`src/rtl/viterbi_pkg.sv`:
```
`default_nettype none
// ============================================================================
// Module      : viterbi_pkg
// Description : Shared constants and trellis predecessor table for the
//               8-state, rate-1/2 Viterbi decoder.
// Revision    : 1.0 - initial release
// ============================================================================
package viterbi_pkg;

  localparam int NUM_STATES   = 8;
  localparam int STATE_W      = 3;
  localparam int BM_W         = 2;
  localparam int PM_W_DEFAULT = 6;

  // Predecessor table, one STATE_W-bit field per new state (state 0 in the LSBs).
  // Each new state s is reached from old state s/2 (first) or s/2+4 (second).
  localparam logic [NUM_STATES*STATE_W-1:0] PRED_FIRST = {
    3'd3, 3'd3, 3'd2, 3'd2, 3'd1, 3'd1, 3'd0, 3'd0
  };
  localparam logic [NUM_STATES*STATE_W-1:0] PRED_SECOND = {
    3'd7, 3'd7, 3'd6, 3'd6, 3'd5, 3'd5, 3'd4, 3'd4
  };

  function automatic int pred_first(input int s);
    return int'(PRED_FIRST[s*STATE_W +: STATE_W]);
  endfunction

  function automatic int pred_second(input int s);
    return int'(PRED_SECOND[s*STATE_W +: STATE_W]);
  endfunction

endpackage
`default_nettype wire

```
`src/rtl/acs_butterfly.sv`:
```
`default_nettype none
// ============================================================================
// Module      : acs_butterfly
// Description : Two-input add-compare-select. Picks the smaller of the two
//               candidate metrics; a tie keeps the first predecessor.
// Revision    : 1.0 - initial release
// ============================================================================
module acs_butterfly #(
  parameter int PM_W = 6,
  parameter int BM_W = 2
) (
  input  logic [PM_W-1:0] pm_first,
  input  logic [PM_W-1:0] pm_second,
  input  logic [BM_W-1:0] bm_first,
  input  logic [BM_W-1:0] bm_second,
  output logic [PM_W-1:0] sum,
  output logic            decision
);

  logic [PM_W:0] w_cand_a;
  logic [PM_W:0] w_cand_b;
  logic [PM_W:0] w_sel;

  // Candidates carry one extra bit so the comparison never wraps.
  assign w_cand_a = {1'b0, pm_first}  + {{(PM_W+1-BM_W){1'b0}}, bm_first};
  assign w_cand_b = {1'b0, pm_second} + {{(PM_W+1-BM_W){1'b0}}, bm_second};

  // Strict less-than: equal candidates fall back to the first predecessor.
  assign decision = (w_cand_b < w_cand_a);
  assign w_sel    = decision ? w_cand_b : w_cand_a;

  // Clamp as a safety net; unreachable while INIT_PM stays in range.
  assign sum = w_sel[PM_W] ? {PM_W{1'b1}} : w_sel[PM_W-1:0];

endmodule
`default_nettype wire

```
`src/rtl/add_compare_select.sv`:
```
`default_nettype none
// ============================================================================
// Module      : add_compare_select
// Description : Eight-state ACS stage. Keeps the path metrics, emits one
//               survivor decision per state, the best state index and a
//               normalisation strobe for every enabled trellis step.
// Revision    : 1.0 - initial release
// ============================================================================
module add_compare_select
  import viterbi_pkg::*;
#(
  parameter int PM_W    = PM_W_DEFAULT,
  parameter int INIT_PM = 16
) (
  input  logic                       clk,
  input  logic                       rst,
  input  logic                       frame_start,
  input  logic                       acs_enable,
  input  logic [BM_W-1:0]            state1_1_error,
  input  logic [BM_W-1:0]            state1_2_error,
  input  logic [BM_W-1:0]            state2_3_error,
  input  logic [BM_W-1:0]            state2_4_error,
  input  logic [BM_W-1:0]            state3_5_error,
  input  logic [BM_W-1:0]            state3_6_error,
  input  logic [BM_W-1:0]            state4_7_error,
  input  logic [BM_W-1:0]            state4_8_error,
  input  logic [BM_W-1:0]            state5_1_error,
  input  logic [BM_W-1:0]            state5_2_error,
  input  logic [BM_W-1:0]            state6_3_error,
  input  logic [BM_W-1:0]            state6_4_error,
  input  logic [BM_W-1:0]            state7_5_error,
  input  logic [BM_W-1:0]            state7_6_error,
  input  logic [BM_W-1:0]            state8_7_error,
  input  logic [BM_W-1:0]            state8_8_error,
  output logic [NUM_STATES*PM_W-1:0] pm_out,
  output logic [NUM_STATES-1:0]      decisions,
  output logic                       dec_valid,
  output logic [STATE_W-1:0]         best_state,
  output logic                       norm_flag
);

  localparam logic [PM_W-1:0] c_init_pm = PM_W'(INIT_PM);

  logic [PM_W-1:0]       r_pm [NUM_STATES];
  logic [NUM_STATES-1:0] r_decisions;
  logic                  r_dec_valid;
  logic [STATE_W-1:0]    r_best_state;
  logic                  r_norm_flag;

  logic [BM_W-1:0]       w_bm_first  [NUM_STATES];
  logic [BM_W-1:0]       w_bm_second [NUM_STATES];
  logic [PM_W-1:0]       w_sum       [NUM_STATES];
  logic [PM_W-1:0]       w_wr        [NUM_STATES];
  logic [NUM_STATES-1:0] w_dec;
  logic [NUM_STATES-1:0] w_msb;
  logic                  w_norm;

  // Branch metric for the first / second incoming branch of each new state.
  assign w_bm_first  = '{state1_1_error, state1_2_error, state2_3_error, state2_4_error,
                         state3_5_error, state3_6_error, state4_7_error, state4_8_error};
  assign w_bm_second = '{state5_1_error, state5_2_error, state6_3_error, state6_4_error,
                         state7_5_error, state7_6_error, state8_7_error, state8_8_error};

  for (genvar s = 0; s < NUM_STATES; s++) begin : g_acs
    localparam int c_first  = pred_first(s);
    localparam int c_second = pred_second(s);

    acs_butterfly #(
      .PM_W (PM_W),
      .BM_W (BM_W)
    ) u_acs (
      .pm_first  (r_pm[c_first]),
      .pm_second (r_pm[c_second]),
      .bm_first  (w_bm_first[s]),
      .bm_second (w_bm_second[s]),
      .sum       (w_sum[s]),
      .decision  (w_dec[s])
    );

    assign w_msb[s] = w_sum[s][PM_W-1];
    // When every survivor has the top bit set, dropping it shifts all metrics
    // down by the same amount and keeps relative ordering intact.
    assign w_wr[s]  = w_norm ? {1'b0, w_sum[s][PM_W-2:0]} : w_sum[s];
  end

  assign w_norm = &w_msb;

  // Argmin tree over the written metrics; ties keep the left (lower-index) side.
  logic [PM_W-1:0]    w_l1_pm  [4];
  logic [STATE_W-1:0] w_l1_idx [4];
  logic [PM_W-1:0]    w_l2_pm  [2];
  logic [STATE_W-1:0] w_l2_idx [2];
  logic [STATE_W-1:0] w_best;

  for (genvar i = 0; i < 4; i++) begin : g_min_l1
    logic w_pick_right;
    assign w_pick_right = (w_wr[2*i+1] < w_wr[2*i]);
    assign w_l1_pm[i]   = w_pick_right ? w_wr[2*i+1] : w_wr[2*i];
    assign w_l1_idx[i]  = w_pick_right ? STATE_W'(2*i+1) : STATE_W'(2*i);
  end

  for (genvar i = 0; i < 2; i++) begin : g_min_l2
    logic w_pick_right;
    assign w_pick_right = (w_l1_pm[2*i+1] < w_l1_pm[2*i]);
    assign w_l2_pm[i]   = w_pick_right ? w_l1_pm[2*i+1] : w_l1_pm[2*i];
    assign w_l2_idx[i]  = w_pick_right ? w_l1_idx[2*i+1] : w_l1_idx[2*i];
  end

  assign w_best = (w_l2_pm[1] < w_l2_pm[0]) ? w_l2_idx[1] : w_l2_idx[0];

  // State update: frame start has priority over a trellis step; strobes last one cycle.
  always_ff @(posedge clk or negedge rst) begin
    if (!rst) begin
      for (int s = 0; s < NUM_STATES; s++) begin
        r_pm[s] <= (s == 0) ? '0 : c_init_pm;
      end
      r_decisions  <= '0;
      r_dec_valid  <= 1'b0;
      r_best_state <= '0;
      r_norm_flag  <= 1'b0;
    end else if (frame_start) begin
      for (int s = 0; s < NUM_STATES; s++) begin
        r_pm[s] <= (s == 0) ? '0 : c_init_pm;
      end
      r_decisions  <= '0;
      r_dec_valid  <= 1'b0;
      r_best_state <= '0;
      r_norm_flag  <= 1'b0;
    end else if (acs_enable) begin
      for (int s = 0; s < NUM_STATES; s++) begin
        r_pm[s] <= w_wr[s];
      end
      r_decisions  <= w_dec;
      r_dec_valid  <= 1'b1;
      r_best_state <= w_best;
      r_norm_flag  <= w_norm;
    end else begin
      r_dec_valid  <= 1'b0;
      r_norm_flag  <= 1'b0;
    end
  end

  for (genvar s = 0; s < NUM_STATES; s++) begin : g_pack
    assign pm_out[s*PM_W +: PM_W] = r_pm[s];
  end

  assign decisions  = r_decisions;
  assign dec_valid  = r_dec_valid;
  assign best_state = r_best_state;
  assign norm_flag  = r_norm_flag;

endmodule
`default_nettype wire

```
`config.mk`:
```
export PLATFORM = sky130hd
export DESIGN_NAME = add_compare_select
export DESIGN_NICKNAME = d
export VERILOG_FILES = /design/src/rtl/viterbi_pkg.sv /design/src/rtl/acs_butterfly.sv /design/src/rtl/add_compare_select.sv
export SDC_FILE = /design/constraint.sdc
export NUM_CORES = 1
export LEC_CHECK = 0
export CORE_MARGIN = 4
export CORE_UTILIZATION = 35
export DETAILED_ROUTE_END_ITERATION = 12
export HOLD_SLACK_MARGIN = 0.08
export PLACE_DENSITY_LB_ADDON = 0.12
export RECOVER_POWER = 50
export SYNTH_ARGS = -nofsm -noshare
export SYNTH_HDL_FRONTEND = slang
export SYNTH_SLANG_ARGS = --single-unit
```
`constraint.sdc`:
```
create_clock -name clk -period 14.5 [get_ports clk]
set_input_delay 2.9 -clock clk [delete_from_list [all_inputs] [get_ports clk]]
set_output_delay 2.9 -clock clk [all_outputs]
set_load 0.03 [all_outputs]
```
==> impl_metrics.env, run 1 <==
export IMPL_die_w_um=159
export IMPL_die_h_um=159
export IMPL_cts_hold_buf=0
export IMPL_gp_congestion=0.842
export IMPL_max_clock_freq_ghz=0.0817
export IMPL_rr_worst_depth=35
export IMPL_synth_top_cell_by_area="ha_1"
export IMPL_vias=7188
export IMPL_numPortBuffers=96
export IMPL_ys_seq_elements=61
export IMPL_syn_area_sq_um=7980
export IMPL_setup_viol=0
export IMPL_reg2reg_from="pm_out[6]"
export IMPL_synth_compound_area_share_pct=17.8
export IMPL_nFillCells=2315
export IMPL_grt_max_degree=62
export IMPL_crit_type="in2reg"
export IMPL_endpoint="best_state[1]"
export IMPL_cpMaxStageDelayCell="a221oi_1"
export IMPL_cts_tree="yes"
export IMPL_critical_path_top_delay_family="compound AO/OA/AOI/OAI gates"
export IMPL_dp_hpwl_mm=18.9
export IMPL_ys_seq_area_share_pct=19.2
export IMPL_ys_warn_count=0
export IMPL_clk_pin_slew_ps=50
export IMPL_antenna_cells=0
export IMPL_fin_setup_tns_ps=0
export IMPL_syn_inst=998
export IMPL_slew_violations=120
export IMPL_postCtsSetupBuffers=0
export IMPL_fin_nets=1227
export IMPL_critical_path_max_stage_delay_ps=900
export IMPL_fin_crit_ps=12240
export IMPL_rrSetupSlack_ps=4830
export IMPL_overflow=0
export IMPL_synth_edf_count=0
export IMPL_gr_usage_met1_pct=27.9
export IMPL_clock_sinks=61
export IMPL_htreeDepth=3
export IMPL_synth_xor_area_share_pct=7.02
export IMPL_ant_nets=0
export IMPL_antenna_found_initial=0
export IMPL_synth_cell_types=78
export IMPL_cp_start_kind="primary input"
export IMPL_clkLatencyLatePin_ps=340
export IMPL_synth_simple_area_share_pct=22.8
export IMPL_synthTopCellsByCount="nor2_1 (150), ha_1 (115), a21oi_1 (88), nand2_1 (81), dfrtp_1 (54)"
export IMPL_drc=0
export IMPL_totalWireLength_mm=23.9
export IMPL_wl_per_cell_um=17.8
export IMPL_drt_iter0_drc=472
export IMPL_synthAdderAreaFrac_pct=22.0
export IMPL_end_kind="flop"
export IMPL_outcome="complete, but fails checks"
export IMPL_crit_path_start="state2_3_error[0]"
export IMPL_grtUsageTotal_pct=18.7
export IMPL_area_growth_pct=17.6
export IMPL_viasPerCell=5.34
export IMPL_cp_num_cells=36
export IMPL_rr_endpoint="best_state[1]"
export IMPL_synth_area_per_cell_sq_um=8.00
export IMPL_synth_mux_area_share_pct=5.80
export IMPL_violations="capacitance limit, slew limit"
export IMPL_dr_pass1_iters=5
export IMPL_cts_resized=0
export IMPL_worstMarginPinSlew_ps=3770
export IMPL_initial_core_util_pct=36.0
export IMPL_cp_num_buf_inv=2
export IMPL_post_route_cells_drive_above_1_share_pct=6.38
export IMPL_cts_buffers=9
export IMPL_crit_arrival_ps=12470
export IMPL_required_ps=14730
export IMPL_synth_top_flop_cell="dfrtp_1"
export IMPL_crit_top_cell="ha_1"
export IMPL_first_global_vias=7051
export IMPL_boundaryPins=97
export IMPL_synth_top_area_share_pct=18.0
export IMPL_hp_class="reg2reg"
export IMPL_cts_root_buf="clkbuf_16"
export IMPL_core_region_area_sq_um=22200
export IMPL_cap_viol_max_count=2
export IMPL_rows=54
export IMPL_rsz0062_at_grt="no"
export IMPL_min_period_over_period_pct=84.4
export IMPL_skew_ps=8.89
export IMPL_clock_path_buffers=2
export IMPL_syn_nets=1165
export IMPL_hold_violations=0
export IMPL_use_met3_pct=2.67
export IMPL_grt_pass1_wl_mm=38.6
export IMPL_cp_max_fo=15
export IMPL_slew_headroom_pct=-151
export IMPL_postSynth_asyncResetShare_pct=100
export IMPL_synthTopCellsByArea="ha_1 (18%), dfrtp_1 (17%), nor2_1 (7.1%)"
export IMPL_synth_top_family_by_area="simple AND/OR/NAND/NOR gates"
export IMPL_met2_usage_pct=28.6
export IMPL_dieArea_sq_um=25300
export IMPL_grt_busiest_layer="met2"
export IMPL_synth_most_common_cell="nor2_1"
worst register-to-register path: cells and delay by family, from the launching register on:
| family | cells | cell delay (ps) |
|---|---|---|
| AOI/OAI and AO/OA | 12 | 3660 |
| xor gates and xnor gates | 1 | 160 |
| adders and majority gates | 6 | 1870 |
| buffers and inverters | 1 | 60 |
| DFF | 1 | 410 |
| muxes | 1 | 340 |
| and+or+nand+nor | 14 | 3050 |
cell families after synthesis:
group	Yosys count
compound gates	218
xor+xnor	64
fa+ha+maj	131
buf+inv	100
flops	61
mux	45
simple gates	379
per-layer routing:
metal / routed length [um] / vias to the layer above
li1: - / 3635
met1: 12300 / 3403
met2: 10500 / 131
met3: 883 / 19
met4: 252 / 0
met5: 0 / -
metrics by stage:
stage / utilization (%) / hold WS, ps / cell area [sq um] / std cells / setup WS [ps]
after global routing: 42.3 / 540 / 9390 / 1345 / 1420
after global placement: 41.0 / 508 / 9080 / 1329 / 2240
after CTS: 42.4 / 528 / 9390 / 1345 / 2330
final: 42.3 / 516 / 9390 / 1345 / 2260
after floorplan: - / 609 / 7980 / 998 / 4150
after detailed placement: 41.0 / 516 / 9080 / 1329 / 2020
state kept, by name (all words and copies together) (netlist names):
signal,flops
best_state,3
dec_valid,1
decisions,8
norm_flag,1
pm_out,48
placed cells by master (no fill, tap or decap), drive strengths merged, types with 12 or more instances in the layout:
cell and count:
mux2i 38, nor3 16, clkbuf 13, a21oi 90, ha 115, fa 16
inv 50, nor2b 33, and3 12, nor2 153, xor2 31, clkdlybuf4s50 64
xnor2 33, dlygate4sd3 29, dfrtp 54, a21o 12, nand3 30, a31oi 16
nand2 81, o21ai 41
layout make-up:
| type | count | area [sq um] | share of cell area (%) |
|---|---|---|---|
| Sequential cell | 61 | 1540 | 16.4 |
| Clock inverter | 5 | 58.8 | 0.627 |
| Inverter | 50 | 188 | 2.00 |
| Tap cell | 280 | 350 | 3.73 |
| Timing Repair Buffer | 101 | 976 | 10.4 |
| Multi-Input combinational cell | 837 | 6020 | 64.2 |
| Clock buffer | 11 | 253 | 2.69 |
worst min path at each step:
stage / to / startpoint / cells after the start
3_3_place_gp: decisions[6] / decisions[6] / 2
3_5_place_dp: decisions[6] / decisions[6] / 2
6_report: decisions[6] / decisions[6] / 2
4_1_cts: decisions[6] / decisions[6] / 2
2_1_floorplan: pm_out[34] / pm_out[34] / 2
5_1_grt: decisions[6] / decisions[6] / 2
Power of run 1 is left out: the tool's default activity adds up to more than one toggle a clock period on the data nets, which glitch-free logic cannot reach.
==> inputs of run 2 (changes only) <==
clock period = 11.6 ns   (was 14.5 ns; I/O delays follow)
==> impl_metrics.env, run 2 (synthesis results as in run 1) <==
export IMPL_outcome="complete, but fails checks"
export IMPL_violations="capacitance limit, slew limit"
export IMPL_overflow=0
export IMPL_slew_violations=121
export IMPL_initial_core_util_pct=36.0
export IMPL_crit_type="in2reg"
export IMPL_numPortBuffers=96
export IMPL_slew_headroom_pct=-155
export IMPL_grt_max_degree=62
export IMPL_required_ps=11830
export IMPL_fin_crit_ps=10790
export IMPL_end_kind="flop"
export IMPL_postCtsSetupBuffers=0
export IMPL_wl_per_cell_um=17.7
export IMPL_ant_nets=0
export IMPL_first_global_vias=7111
export IMPL_area_growth_pct=18.4
export IMPL_rsz0062_at_grt="no"
export IMPL_clk_pin_slew_ps=50
export IMPL_largest_reg_flops=48
export IMPL_clkLatencyLatePin_ps=350
export IMPL_cts_resized=0
export IMPL_fin_setup_tns_ps=0
export IMPL_hold_path_startpoint="decisions[6]"
export IMPL_cp_start_kind="primary input"
export IMPL_vias=7216
export IMPL_viasPerCell=5.35
export IMPL_fin_nets=1232
export IMPL_cts_buffers=9
export IMPL_gp_congestion=0.912
export IMPL_antenna_found_initial=0
export IMPL_cp_max_fo=12
export IMPL_cts_tree="yes"
export IMPL_cts_hold_buf=0
export IMPL_worstMarginPinSlew_ps=3830
export IMPL_totalWireLength_mm=23.9
export IMPL_hold_depth=2
export IMPL_skew_ps=15.1
export IMPL_cpMaxStageDelayCell="or4_1"
export IMPL_critical_path_max_stage_delay_ps=710
export IMPL_setup_viol=0
export IMPL_post_route_cells_drive_above_1_share_pct=6.64
export IMPL_max_clock_freq_ghz=0.0927
export IMPL_rows=54
export IMPL_grt_pass1_wl_mm=38.9
export IMPL_drc=0
export IMPL_dp_hpwl_mm=18.8
export IMPL_dieArea_sq_um=25300
export IMPL_final_cell_mix="nor2_1 (150), ha_1 (115), a21oi_1 (88), nand2_1 (81), clkdlybuf4s50_1 (64)"
export IMPL_core_region_area_sq_um=22200
export IMPL_cap_viol_max_count=2
export IMPL_boundaryPins=97
export IMPL_clock_path_buffers=2
export IMPL_crit_arrival_ps=11020
export IMPL_rr_endpoint="best_state[1]"
export IMPL_hp_class="reg2reg"
export IMPL_hold_violations=0
export IMPL_reg2reg_from="pm_out[18]"
export IMPL_cts_root_buf="clkbuf_16"
export IMPL_dr_pass1_iters=5
export IMPL_antenna_cells=0
export IMPL_grtUsageTotal_pct=18.8
export IMPL_die_h_um=159
export IMPL_die_w_um=159
export IMPL_clock_sinks=61
export IMPL_htreeDepth=3
export IMPL_rrSetupSlack_ps=2740
export IMPL_final_common_cell="nor2_1"
export IMPL_drt_iter0_drc=396
export IMPL_rr_worst_depth=39
export IMPL_holdPathEnd="decisions[6]"
export IMPL_min_period_over_period_pct=93.0
run 2: layout make-up:
class,count,area [sq um]
Tap cell,280,350
Inverter,50,188
Timing Repair Buffer,106,1010
Clock buffer,12,246
Clock inverter,4,95.1
Multi-Input combinational cell,837,6020
Sequential cell,61,1540
Fill cell,2307,12700
run 2: through the flow:
step / hold slack [ps] / std cells / worst slack, ps / util, % / area, sq um
after detailed placement: 516 / 1334 / 417 / 41.1 / 9120
after global placement: 504 / 1334 / 656 / 41.1 / 9120
after global routing: 555 / 1350 / 45.6 / 42.7 / 9450
final: 521 / 1350 / 810 / 42.7 / 9450
after floorplan: 609 / 998 / 1830 / - / 7980
after CTS: 536 / 1350 / 743 / 42.7 / 9460
run 2: worst max path at each step:
| stage | start | end | slack (ps) | cells past startpoint |
|---|---|---|---|---|
| floorplan | state4_7_error[0] | best_state[1] | 1830 | 38 |
| global placement | state4_7_error[0] | best_state[1] | 660 | 36 |
| detailed placement | state4_7_error[0] | best_state[1] | 420 | 36 |
| CTS | state4_7_error[0] | best_state[1] | 740 | 36 |
| global route | state4_7_error[0] | best_state[1] | 50 | 40 |
| finish | state4_7_error[0] | best_state[1] | 810 | 40 |
run 2: per-layer routing:
layer / vias to the layer above / wire length [um] / track usage [%]
li1: 3635 / - / -
met1: 3412 / 12300 / 27.7
met2: 145 / 10500 / 29.1
met3: 24 / 888 / 2.56
met4: 0 / 271 / 4.34
met5: - / 0 / 0
run 2: critical path, delay by kind of cell:
kind / cells / cell delay [ps]
compound gates: 16 / 3170
simple gates: 13 / 2510
fa+ha+maj: 6 / 1800
mux: 1 / 340
buf+inv: 4 / 880
Power of run 2 is left out for the same reason.
